--- config.mk ---
export PLATFORM = sky130hd
export DESIGN_NAME = mem_access_arbiter
export DESIGN_NICKNAME = d
export VERILOG_FILES = /design/src/rtl/mem_access_arbiter.sv
export SDC_FILE = /design/constraint.sdc
export NUM_CORES = 1
export LEC_CHECK = 0
export BUFFER_PORTS_ARGS = -buffer_cell sky130_fd_sc_hd__buf_2
export CAP_MARGIN = 5
export CORE_MARGIN = 2
export CORE_UTILIZATION = 48
export CTS_CLUSTER_SIZE = 16
export DETAILED_ROUTE_END_ITERATION = 8
export GPL_ROUTABILITY_DRIVEN = 0
export PLACE_DENSITY = 0.92
export SYNTH_ARGS = -nofsm -noshare
export SYNTH_HDL_FRONTEND = slang
export SYNTH_SLANG_ARGS = --single-unit
--- constraint.sdc ---
create_clock -name clk -period 2.86 [get_ports clk]
set_input_delay 0.143 -clock clk [delete_from_list [all_inputs] [get_ports clk]]
set_output_delay 0.143 -clock clk [all_outputs]
set_load 0.005 [all_outputs]
--- src/rtl/mem_access_arbiter.sv ---
// Single-port RAM controller: fetch/data arbitration with alternation,
// programmable read latency, registered RAM strobes and a write-back mux.
module mem_access_arbiter #(
  parameter int         DATA_W      = 32,
  parameter int         ADDR_W      = 16,
  parameter int         PC_W        = 8,
  parameter int         RAM_LATENCY = 2,
  parameter logic [3:0] OP_LDR      = 4'h8,
  parameter logic [3:0] OP_STR      = 4'h9
) (
  input  logic              clk,
  input  logic              reset,
  input  logic              if_req,
  input  logic [PC_W-1:0]   pc_addr,
  output logic              if_valid,
  output logic [DATA_W-1:0] if_instr,
  input  logic              mem_req,
  input  logic [3:0]        op_code,
  input  logic [DATA_W-1:0] src1,
  input  logic [DATA_W-1:0] src2,
  input  logic [DATA_W-1:0] alu_result,
  output logic              mem_done,
  output logic [DATA_W-1:0] wb_data,
  output logic              busy,
  output logic              ram_en,
  output logic              ram_we,
  output logic [ADDR_W-1:0] ram_addr,
  output logic [DATA_W-1:0] ram_wdata,
  input  logic [DATA_W-1:0] ram_rdata
);

  localparam int CNT_W = $clog2(RAM_LATENCY + 1);

  typedef enum logic [1:0] {
    IDLE,
    ACCESS,
    RESP
  } state_t;

  state_t           state;
  state_t           state_nxt;
  logic             last_fetch;
  logic             cur_fetch;
  logic             cur_str;
  logic [CNT_W-1:0] cnt;
  logic             grant_fetch;
  logic             grant_data;
  logic             is_ldr;
  logic             is_str;
  logic             data_mem;
  logic             access_done;
  logic             unused_src1;

  assign is_ldr      = (op_code == OP_LDR);
  assign is_str      = (op_code == OP_STR);
  assign data_mem    = is_ldr | is_str;
  assign grant_fetch = if_req & (~mem_req | ~last_fetch);
  assign grant_data  = mem_req & ~grant_fetch;
  assign access_done = cur_str | (cnt == '0);
  assign busy        = (state != IDLE);
  assign unused_src1 = &{1'b0, src1[DATA_W-1:ADDR_W]};

  // State register.
  always_ff @(posedge clk) begin
    if (reset) state <= IDLE;
    else       state <= state_nxt;
  end

  // Next-state: non-memory ops skip ACCESS; loads wait out the latency.
  always_comb begin
    state_nxt = state;
    unique case (state)
      IDLE: begin
        if (grant_fetch || (grant_data && data_mem))
          state_nxt = ACCESS;
        else if (grant_data)
          state_nxt = RESP;
      end
      ACCESS: begin
        if (access_done) state_nxt = RESP;
      end
      RESP:    state_nxt = IDLE;
      default: state_nxt = IDLE;
    endcase
  end

  // Accept/latch, RAM strobes, read capture and response pulses.
  always_ff @(posedge clk) begin
    if (reset) begin
      last_fetch <= 1'b1;
      cur_fetch  <= 1'b0;
      cur_str    <= 1'b0;
      cnt        <= '0;
      ram_en     <= 1'b0;
      ram_we     <= 1'b0;
      ram_addr   <= '0;
      ram_wdata  <= '0;
      mem_done   <= 1'b0;
      if_valid   <= 1'b0;
      wb_data    <= '0;
      if_instr   <= '0;
    end else begin
      ram_en   <= 1'b0;
      ram_we   <= 1'b0;
      mem_done <= 1'b0;
      if_valid <= 1'b0;
      case (state)
        IDLE: begin
          if (grant_fetch || grant_data) begin
            last_fetch <= grant_fetch;
            cur_fetch  <= grant_fetch;
            cur_str    <= grant_data & is_str;
            cnt        <= CNT_W'(RAM_LATENCY);
            if (grant_fetch) begin
              ram_en   <= 1'b1;
              ram_addr <= ADDR_W'(pc_addr);
            end else if (data_mem) begin
              ram_en    <= 1'b1;
              ram_we    <= is_str;
              ram_addr  <= src1[ADDR_W-1:0];
              ram_wdata <= src2;
            end else begin
              mem_done <= 1'b1;
              wb_data  <= alu_result;
            end
          end
        end
        ACCESS: begin
          if (access_done) begin
            if (cur_str) begin
              mem_done <= 1'b1;
            end else if (cur_fetch) begin
              if_valid <= 1'b1;
              if_instr <= ram_rdata;
            end else begin
              mem_done <= 1'b1;
              wb_data  <= ram_rdata;
            end
          end else begin
            cnt <= cnt - 1'b1;
          end
        end
        default: ;
      endcase
    end
  end

endmodule

==> results of run 1 <==
-- cell usage after synthesis (2+ instances only) --
cell type                  number  area (sq um)
sky130_fd_sc_hd__nand2_1      130           488
sky130_fd_sc_hd__dfxtp_1      123          2460
sky130_fd_sc_hd__a21oi_1       66           330
sky130_fd_sc_hd__nor2_1        55           206
sky130_fd_sc_hd__mux2i_1       41           410
sky130_fd_sc_hd__a211oi_2      28           350
sky130_fd_sc_hd__clkbuf_1      25          93.8
sky130_fd_sc_hd__a211oi_1      14           105
sky130_fd_sc_hd__buf_2         11          55.1
sky130_fd_sc_hd__a22oi_1        9          67.6
sky130_fd_sc_hd__inv_1          5          18.8
sky130_fd_sc_hd__nor2b_1        4          25.0
sky130_fd_sc_hd__buf_4          3          22.5
sky130_fd_sc_hd__buf_6          3          33.8
sky130_fd_sc_hd__o21ai_0        3          15.0
sky130_fd_sc_hd__or3b_1         2          17.5
-- layout make-up --
| type | count | area [sq um] |
|---|---|---|
| Clock inverter | 13 | 216 |
| Sequential cell | 123 | 2460 |
| Inverter | 5 | 18.8 |
| Tap cell | 133 | 166 |
| Fill cell | 582 | 2170 |
| Multi-Input combinational cell | 367 | 2180 |
| Timing Repair Buffer | 335 | 2140 |
| Clock buffer | 18 | 418 |
-- worst register-to-register path, stage by stage, from the launching register on --
cell and delay, ns:
sky130_fd_sc_hd__dfxtp_1 0.38, sky130_fd_sc_hd__or3b_1 0.54, sky130_fd_sc_hd__or3b_1 0.83, sky130_fd_sc_hd__nand2_1 0.27, sky130_fd_sc_hd__a21oi_1 0.11
-- sequential cells by signal, indices dropped and copies added, names as in the netlist --
| register | cells |
|---|---|
| cur_fetch | 1 |
| ram_addr | 16 |
| cnt | 2 |
| state | 2 |
| last_fetch | 1 |
| ram_en | 1 |
| mem_done | 1 |
| ram_we | 1 |
| cur_str | 1 |
| if_instr | 32 |
| if_valid | 1 |
| ram_wdata | 32 |
| wb_data | 32 |
-- logic make-up after synthesis --
group | synth area share (%)
muxes | 8.46
DFF | 50.7
and+or+nand+nor | 16.5
adders and majority gates | 0.258
AOI/OAI and AO/OA | 19.5
buffers and inverters | 4.61
-- power by group through the flow --
| stage | Combinational (uW) | Clock (uW) | Sequential [uW] |
|---|---|---|---|
| floorplan | 449 | 0 | 1940 |
| global placement | 719 | 0 | 1930 |
| detailed placement | 741 | 0 | 1940 |
| CTS | 830 | 2320 | 1900 |
| global route | 920 | 2390 | 1920 |
| finish | 854 | 2300 | 1910 |
-- per-layer routing --
metal  vias to the layer above  GRT usage [%]
li1                       2466              -
met1                      2462           32.0
met2                       311           54.5
met3                        51           9.17
met4                         0           12.9
met5                         -              0
-- metrics by stage --
| stage | power, uW | hold slack, ns | util, % | cell area [sq um] | setup slack [ns] |
|---|---|---|---|---|---|
| 3_5_place_dp | 2680 | 0.388 | 62.9 | 6150 | 0.701 |
| 2_1_floorplan | 2390 | 0.279 | - | 4850 | 1.12 |
| 6_report | 5060 | 0.0160 | 77.8 | 7600 | 0.582 |
| 5_1_grt | 5230 | 0.000598 | 77.8 | 7600 | 0.469 |
| 3_3_place_gp | 2650 | 0.380 | 62.9 | 6150 | 0.728 |
| 4_1_cts | 5050 | 0.00249 | 77.8 | 7600 | 0.679 |
-- path summary, 6_finish.rpt --
path	slack, ns	from	to	cells after the start
worst min-delay path	0.02	src1[2]	ram_addr[2]	3
worst max-delay path	0.58	state[1]	ram_wdata[25]	4
worst min register to register	0.45	if_instr[12]	if_instr[12]	2
worst max register to register	0.58	state[1]	ram_wdata[25]	4
-- what timing repair did --
action,CTS,global route
resized for setup,0,0
hold buffers,82,0
endpoints found under the setup margin,0,0
endpoints found under the hold margin,80,0
==> results.txt, run 1 <==
----------------------------------------------------
[Run status]
  Result of the run ... finished, final reports clean

[Pwr]
  Clock share of power ... 45.4%
  Internal Pwr Total ... 3760 uW
  Max IR drop VDD ... 0.489 mV
  Fraction of power consumed by sequential logic ... 37.7%
  Comb pwr share ... 16.9%
  Leakage power summed over all cells ... 0.00334 uW
  Net switching power figure ... 1300 uW
  Power density normalized to cell area ... 666 nW/um^2
  Switching part of the total power ... 25.7%

[Routing]
  Number of search-and-repair iterations in the first detailed-routing pass ... 5
  Number of design-rule violations left by the first detailed-router iteration ... 334
  Final routed wire length divided by cell count ... 17.0 um
  Met2 wire len ... 8.78 mm
  Topmost layer with routed signal wires ... met4
  Post-DRT Antenna Nets ... 0
  Wire length on met3 ... 1.48 mm
  DRT met1 WL ... 6.13 mm
  Detailed-route via count ... 5,290
  Wire length reported by the detailed router ... 16.9 mm
  Remaining routing DRC violations ... 0
  Vias/cell ... 5.32

[STA]
  Summed negative setup slack over all endpoints ... 0 ns
  Min cycle time layout ... 2.28 ns
  Actual slew at the worst max-slew pin ... 1.06 ns
  Setup clock skew after layout ... 0.00998 ns
  Final cycle utilization of the critical path ... 79.6%
  Highest Clock Rate ... 439 MHz
  RSZ-0062 raised after global routing ... no
  Headroom to the max-slew limit ... 29.4%
  Final hold violations ... 0
  Pins over their slew limit ... 0
  Number of setup violations in the final report ... 0

[Clock network]
  CTS tree ... done
  Clock sinks ... 123
  Clock insertion delay at the later pin of the skew report ... 0.49 ns
  CTS clk-pin slew, worst paths ... 0.06 ns
  Clock Tree Root ... sky130_fd_sc_hd__clkbuf_8
  CTS Buf Count ... 17
  Post-CTS Setup Repair Bufs ... 0
  Max H-tree Level ... 4
  Worst-case clock buffer depth ... 2

[Placed design]
  Post-Place Cells ... 881
  Count of buffers inserted at the top-level ports ... 244
  Placed wire-length estimate after detailed placement ... 9.60 mm

[Floorplanning]
  X dimension of the die ... 105 um
  Starting density of the core ... 49.7%
  # IOs ... 261
  Die ar. ... 10,900 sq um
  Core Footprint ... 9770 sq um
  Num rows ... 36
  Die span in y ... 105 um

[Worst setup path]
  Worst Setup Path Type ... register to register
  Setup crit end kind ... register
  Crit path required time ... 3.19 ns
  CP peak stage delay ... 0.83 ns
  Cell type of the slowest stage on the worst timing path ... sky130_fd_sc_hd__or3b_1
  Startpoint class of the critical path ... register
  Critical Path Fanout Max ... 32
  Number of buffers and inverters on the critical path ... 0
  Cell-by-cell listing of the critical path ... or3b_1 -> or3b_1 -> nand2_1 -> a21oi_1
  Most common cell type on the critical path ... sky130_fd_sc_hd__or3b_1
  Kind of cell adding the most delay to the critical path ... simple AND/OR/NAND/NOR gates
  Endpoint arrival time on the critical path ... 2.61 ns

[Global routing]
  Wire length of the first global-routing pass ... 26.6 mm
  Antenna violations before repair ... 0
  Pin count of the biggest net entering global routing ... 71
  Vias in the first global route ... 5,414
  Remaining global-route overflow ... 0
  Tot GR Track Use ... 30.0%

[Synth]
  Share of async-settable or async-resettable flops after synthesis ... 0%
  Post-synthesis cell area ... 4850 sq um
  Number of distinct library cells after synthesis ... 31
  Net count after synthesis ... 682
  Average size of a mapped cell ... 9.04 sq um
  Yosys reg bits ... 123
  Yosys synthesis warning count ... 0
  Number of enable-type register cells in the synthesized netlist ... 0
  Prevailing post-synth register cell ... sky130_fd_sc_hd__dfxtp_1
  Share of synthesized area occupied by flip-flops and latches ... 50.7%
  Number of instances in the synthesized netlist ... 537

[Flow run]
  Max-Cap Viols ... 0

[Layout]
  Antenna fix cells ... 0
  NumNets Final ... 994
  Most frequent standard cell in the layout excluding fill and tap cells ... sky130_fd_sc_hd__buf_2
  Layout overhead on the synthesized area ... 56.6%
  Top library cells by usage in the layout, fill and taps aside ... sky130_fd_sc_hd__buf_2 (243), sky130_fd_sc_hd__nand2_1 (130), sky130_fd_sc_hd__dfxtp_1 (123)
  Non-filler instance count after layout ... 994
  Share of post-route cells with drive strength above 1 ... 36.8%

[Min path]
  Path category of the worst min-delay check ... input pin to register

----------------------------------------------------
Note: power is estimated with default switching activity, not from simulation.
==> run 2: changes to the inputs <==
--- a/config.mk
+++ b/config.mk
@@ -5,14 +5,15 @@
 export SDC_FILE = /design/constraint.sdc
 export NUM_CORES = 1
 export LEC_CHECK = 0
+export ABC_AREA = 1
 export BUFFER_PORTS_ARGS = -buffer_cell sky130_fd_sc_hd__buf_2
 export CAP_MARGIN = 5
 export CORE_MARGIN = 2
-export CORE_UTILIZATION = 48
+export CORE_UTILIZATION = 46
 export CTS_CLUSTER_SIZE = 16
 export DETAILED_ROUTE_END_ITERATION = 8
 export GPL_ROUTABILITY_DRIVEN = 0
-export PLACE_DENSITY = 0.92
+export PLACE_DENSITY = 0.88
 export SYNTH_ARGS = -nofsm -noshare
 export SYNTH_HDL_FRONTEND = slang
 export SYNTH_SLANG_ARGS = --single-unit
==> constraint.sdc (replaced) <==
create_clock -name clk -period 2.2 [get_ports clk]
set_input_delay 0.11 -clock clk [delete_from_list [all_inputs] [get_ports clk]]
set_output_delay 0.11 -clock clk [all_outputs]
set_load 0.005 [all_outputs]
==> results.txt, run 2 <==
----------------------------------------------------
[Global routing]
  Vias in the first global route ... 6,049 (+12%)
  Antenna violations before repair ... 0 (unchanged)
  Wire length of the first global-routing pass ... 30.0 mm (+13%)
  Remaining global-route overflow ... 0 (unchanged)
  Tot GR Track Use ... 32.7% (+2.6 points)
  Pin count of the biggest net entering global routing ... 69 (-2.8%)

[Clock network]
  CTS clk-pin slew, worst paths ... 0.06 ns (about the same)
  Post-cts repair resize count ... 0 (unchanged)
  CTS tree ... done
  CTS Buf Count ... 17 (unchanged)
  Worst-case clock buffer depth ... 2 (unchanged)
  Clock insertion delay at the later pin of the skew report ... 0.52 ns (+0.03 ns)
  Max H-tree Level ... 4 (unchanged)
  Clock sinks ... 123 (unchanged)
  Clock Tree Root ... sky130_fd_sc_hd__clkbuf_8

[Floorplanning]
  Die span in y ... 110 um (+4.9%)
  # IOs ... 261 (unchanged)
  Num rows ... 38 (+5.6%)
  Starting density of the core ... 47.3% (-2.3 points)
  Die ar. ... 12,000 sq um (+9.9%)
  X dimension of the die ... 110 um (+4.9%)
  Core Footprint ... 10,800 sq um (+11%)

[Worst setup path]
  Reg-to-Reg Start ... last_fetch
  Number of cell instances on the worst register-to-register path ... 8 (+4)
  Setup crit end kind ... register
  Critical Path Fanout Max ... 34 (+6.3%)
  Worst Setup Path Type ... register to register
  Cell type of the slowest stage on the worst timing path ... sky130_fd_sc_hd__inv_2
  Cell-by-cell listing of the critical path ... nand2_4 -> nand2_2 -> nand2_1 -> nand2_1 -> nor2_2 -> inv_2 -> nor2_1 -> nor2_1
  Startpoint class of the critical path ... register
  Capturing point of the worst reg2reg path ... ram_wdata[26]
  Crit path required time ... 2.64 ns (-0.55 ns)
  CP peak stage delay ... 0.43 ns (-0.40 ns)
  Endpoint arrival time on the critical path ... 2.30 ns (-0.31 ns)
  Slack of the worst reg-to-reg path ... 0.34 ns (-0.25 ns)

[Layout]
  Antenna fix cells ... 0 (unchanged)
  Layout overhead on the synthesized area ... 55.1%
  Post-route design area ... 7960 sq um (+4.7%)
  Share of post-route cells with drive strength above 1 ... 27.8% (-9.0 points)
  NumNets Final ... 1,213 (+22%)
  Top library cells by usage in the layout, fill and taps aside ... sky130_fd_sc_hd__buf_2 (244), sky130_fd_sc_hd__nor2_1 (177), sky130_fd_sc_hd__nand2_1 (171)
  Area taken by multi-input logic gates ... 2200 sq um (+0.97%)
  Most frequent standard cell in the layout excluding fill and tap cells ... sky130_fd_sc_hd__buf_2
  Filler cells ... 735 (+26%)
  FF/Latch Area ... 2460 sq um (unchanged)
  Top flop regs ... if_instr x32, ram_wdata x32, wb_data x32

[Min path]
  Hold depth ... 7 (+4)
  Path category of the worst min-delay check ... input pin to register
  Startpoint of the worst hold path ... alu_result[25]
  Capture endpoint of the worst hold path ... wb_data[25]

[Synth]
  Number of enable-type register cells in the synthesized netlist ... 0 (unchanged)
  Most frequent cells after synthesis ... sky130_fd_sc_hd__nor2_1 (177), sky130_fd_sc_hd__nand2_1 (171), sky130_fd_sc_hd__dfxtp_1 (123)
  Post-synthesis cell area ... 5130 sq um (+5.7%)
  Yosys synthesis warning count ... 0 (unchanged)
  Top cells by area in the synthesized netlist ... sky130_fd_sc_hd__dfxtp_1 (48%), sky130_fd_sc_hd__nor2_1 (13%), sky130_fd_sc_hd__nand2_1 (13%)
  Net count after synthesis ... 892 (+31%)
  Average size of a mapped cell ... 6.87 sq um (-24%)
  Cell type with the highest aggregate area in the netlist ... sky130_fd_sc_hd__dfxtp_1
  Yosys reg bits ... 123 (unchanged)
  Share of the synthesized area in the top cell type ... 48.0% (-2.8 points)
  Most repeated cell in the gate-level netlist after synthesis ... sky130_fd_sc_hd__nor2_1
  Share of async-settable or async-resettable flops after synthesis ... 0% (unchanged)
  Prevailing post-synth register cell ... sky130_fd_sc_hd__dfxtp_1
  Number of distinct library cells after synthesis ... 23 (-26%)
  Number of instances in the synthesized netlist ... 747 (+39%)
  Share of synthesized area occupied by flip-flops and latches ... 48.0% (-2.8 points)

[Pwr]
  Leakage power summed over all cells ... 0.00426 uW (+27%)
  Max IR drop VDD ... 0.790 mV (+62%)
  Power density normalized to cell area ... 873 nW/um^2 (+31%)

[Routing]
  Wire length reported by the detailed router ... 19.7 mm (+16%)
  Number of design-rule violations left by the first detailed-router iteration ... 578 (+73%)
  Vias/cell ... 5.15 (-3.3%)
  Remaining routing DRC violations ... 0 (unchanged)
  Final routed wire length divided by cell count ... 16.1 um (-5.4%)
  Detailed-route via count ... 6,285 (+19%)
  Post-DRT Antenna Nets ... 0 (unchanged)
  Number of search-and-repair iterations in the first detailed-routing pass ... 6 (+1)

[STA]
  Minimum hold slack ... 0.0165 ns (+0.000556 ns)
  Number of setup violations in the final report ... 0 (unchanged)
  Summed negative setup slack over all endpoints ... 0 ns (unchanged)
  Highest Clock Rate ... 536 MHz (+22%)
  Min cycle time layout ... 1.86 ns (-0.413 ns)
  Setup clock skew after layout ... 0.00944 ns (-0.000540 ns)
  Final cycle utilization of the critical path ... 84.8% (+5.1 points)
  Actual slew at the worst max-slew pin ... 0.595 ns (-0.463 ns)
  RSZ-0062 raised after global routing ... no
  Pins over their slew limit ... 0 (unchanged)
  Headroom to the max-slew limit ... 60.3% (+31 points)
  Final hold violations ... 0 (unchanged)

[Placed design]
  Instance area after placement ... 6390 sq um (+4.0%)
  Placed wire-length estimate after detailed placement ... 10.1 mm (+5.3%)
  Count of buffers inserted at the top-level ports ... 244 (unchanged)

[Run status]
  Result of the run ... finished, final reports clean

[Flow run]
  Max-Cap Viols ... 0 (unchanged)

----------------------------------------------------
[run 2: timing repair]
action                    CTS  global route
setup buffers               0             0
hold endpoints to repair   86             0
hold buffers               91             0
[run 2: final cells by class]
type                       count  area share, %
inverter                      60           2.83
sequential                   123           30.9
clock inverter                14           3.05
clock buffer                  18           5.25
multi-input combinational    519           27.7
tap                          140           2.20
timing repair buffer         347           28.1
[run 2: cell families after synthesis]
group	synth area share [%]
compound gates	11.3
fa+ha+maj	0.244
buf+inv	9.07
flops	48.0
simple gates	31.4
[run 2: stage by stage]
stage	setup WS (ns)	utilization, %	instances	power [uW]
finish	0.335	73.5	1221	6950
global route	0.232	73.5	1221	7250
CTS	0.475	73.5	1221	6900
detailed placement	0.506	59.0	1098	3650
global placement	0.570	59.0	1098	3630
floorplan	0.790	-	747	3220
[run 2: report_power, final]
part | internal (uW) | leakage [uW] | total [uW] | switching [uW]
clock | 2080 | 0.000312 | 3130 | 1060
combinational | 558 | 0.00294 | 1290 | 731
sequential | 2430 | 0.00101 | 2530 | 105
total | 5060 | 0.00426 | 6950 | 1890
[run 2: worst max-delay path by stage]
| stage | depth (start not counted) | slack [ns] | from | to |
|---|---|---|---|---|
| after detailed placement | 9 | 0.51 | last_fetch | wb_data[12] |
| after floorplan | 9 | 0.79 | cnt[0] | if_instr[10] |
| after global placement | 8 | 0.57 | last_fetch | ram_wdata[30] |
| after CTS | 9 | 0.47 | last_fetch | wb_data[12] |
| after global routing | 8 | 0.23 | last_fetch | ram_wdata[26] |
| final | 8 | 0.34 | last_fetch | ram_wdata[26] |
[run 2: worst max-delay path, delay by kind of cell, from the launching register on]
| kind | cells | cell delay [ns] |
|---|---|---|
| simple gates | 7 | 0.95 |
| flops | 1 | 0.38 |
| buf+inv | 1 | 0.43 |
[run 2: layer usage]
| layer | wire length (um) | track usage (%) |
|---|---|---|
| met5 | 0 | 0 |
| met4 | 1150 | 21.8 |
| met3 | 1620 | 9.66 |
| met2 | 9860 | 57.8 |
| met1 | 7030 | 33.0 |
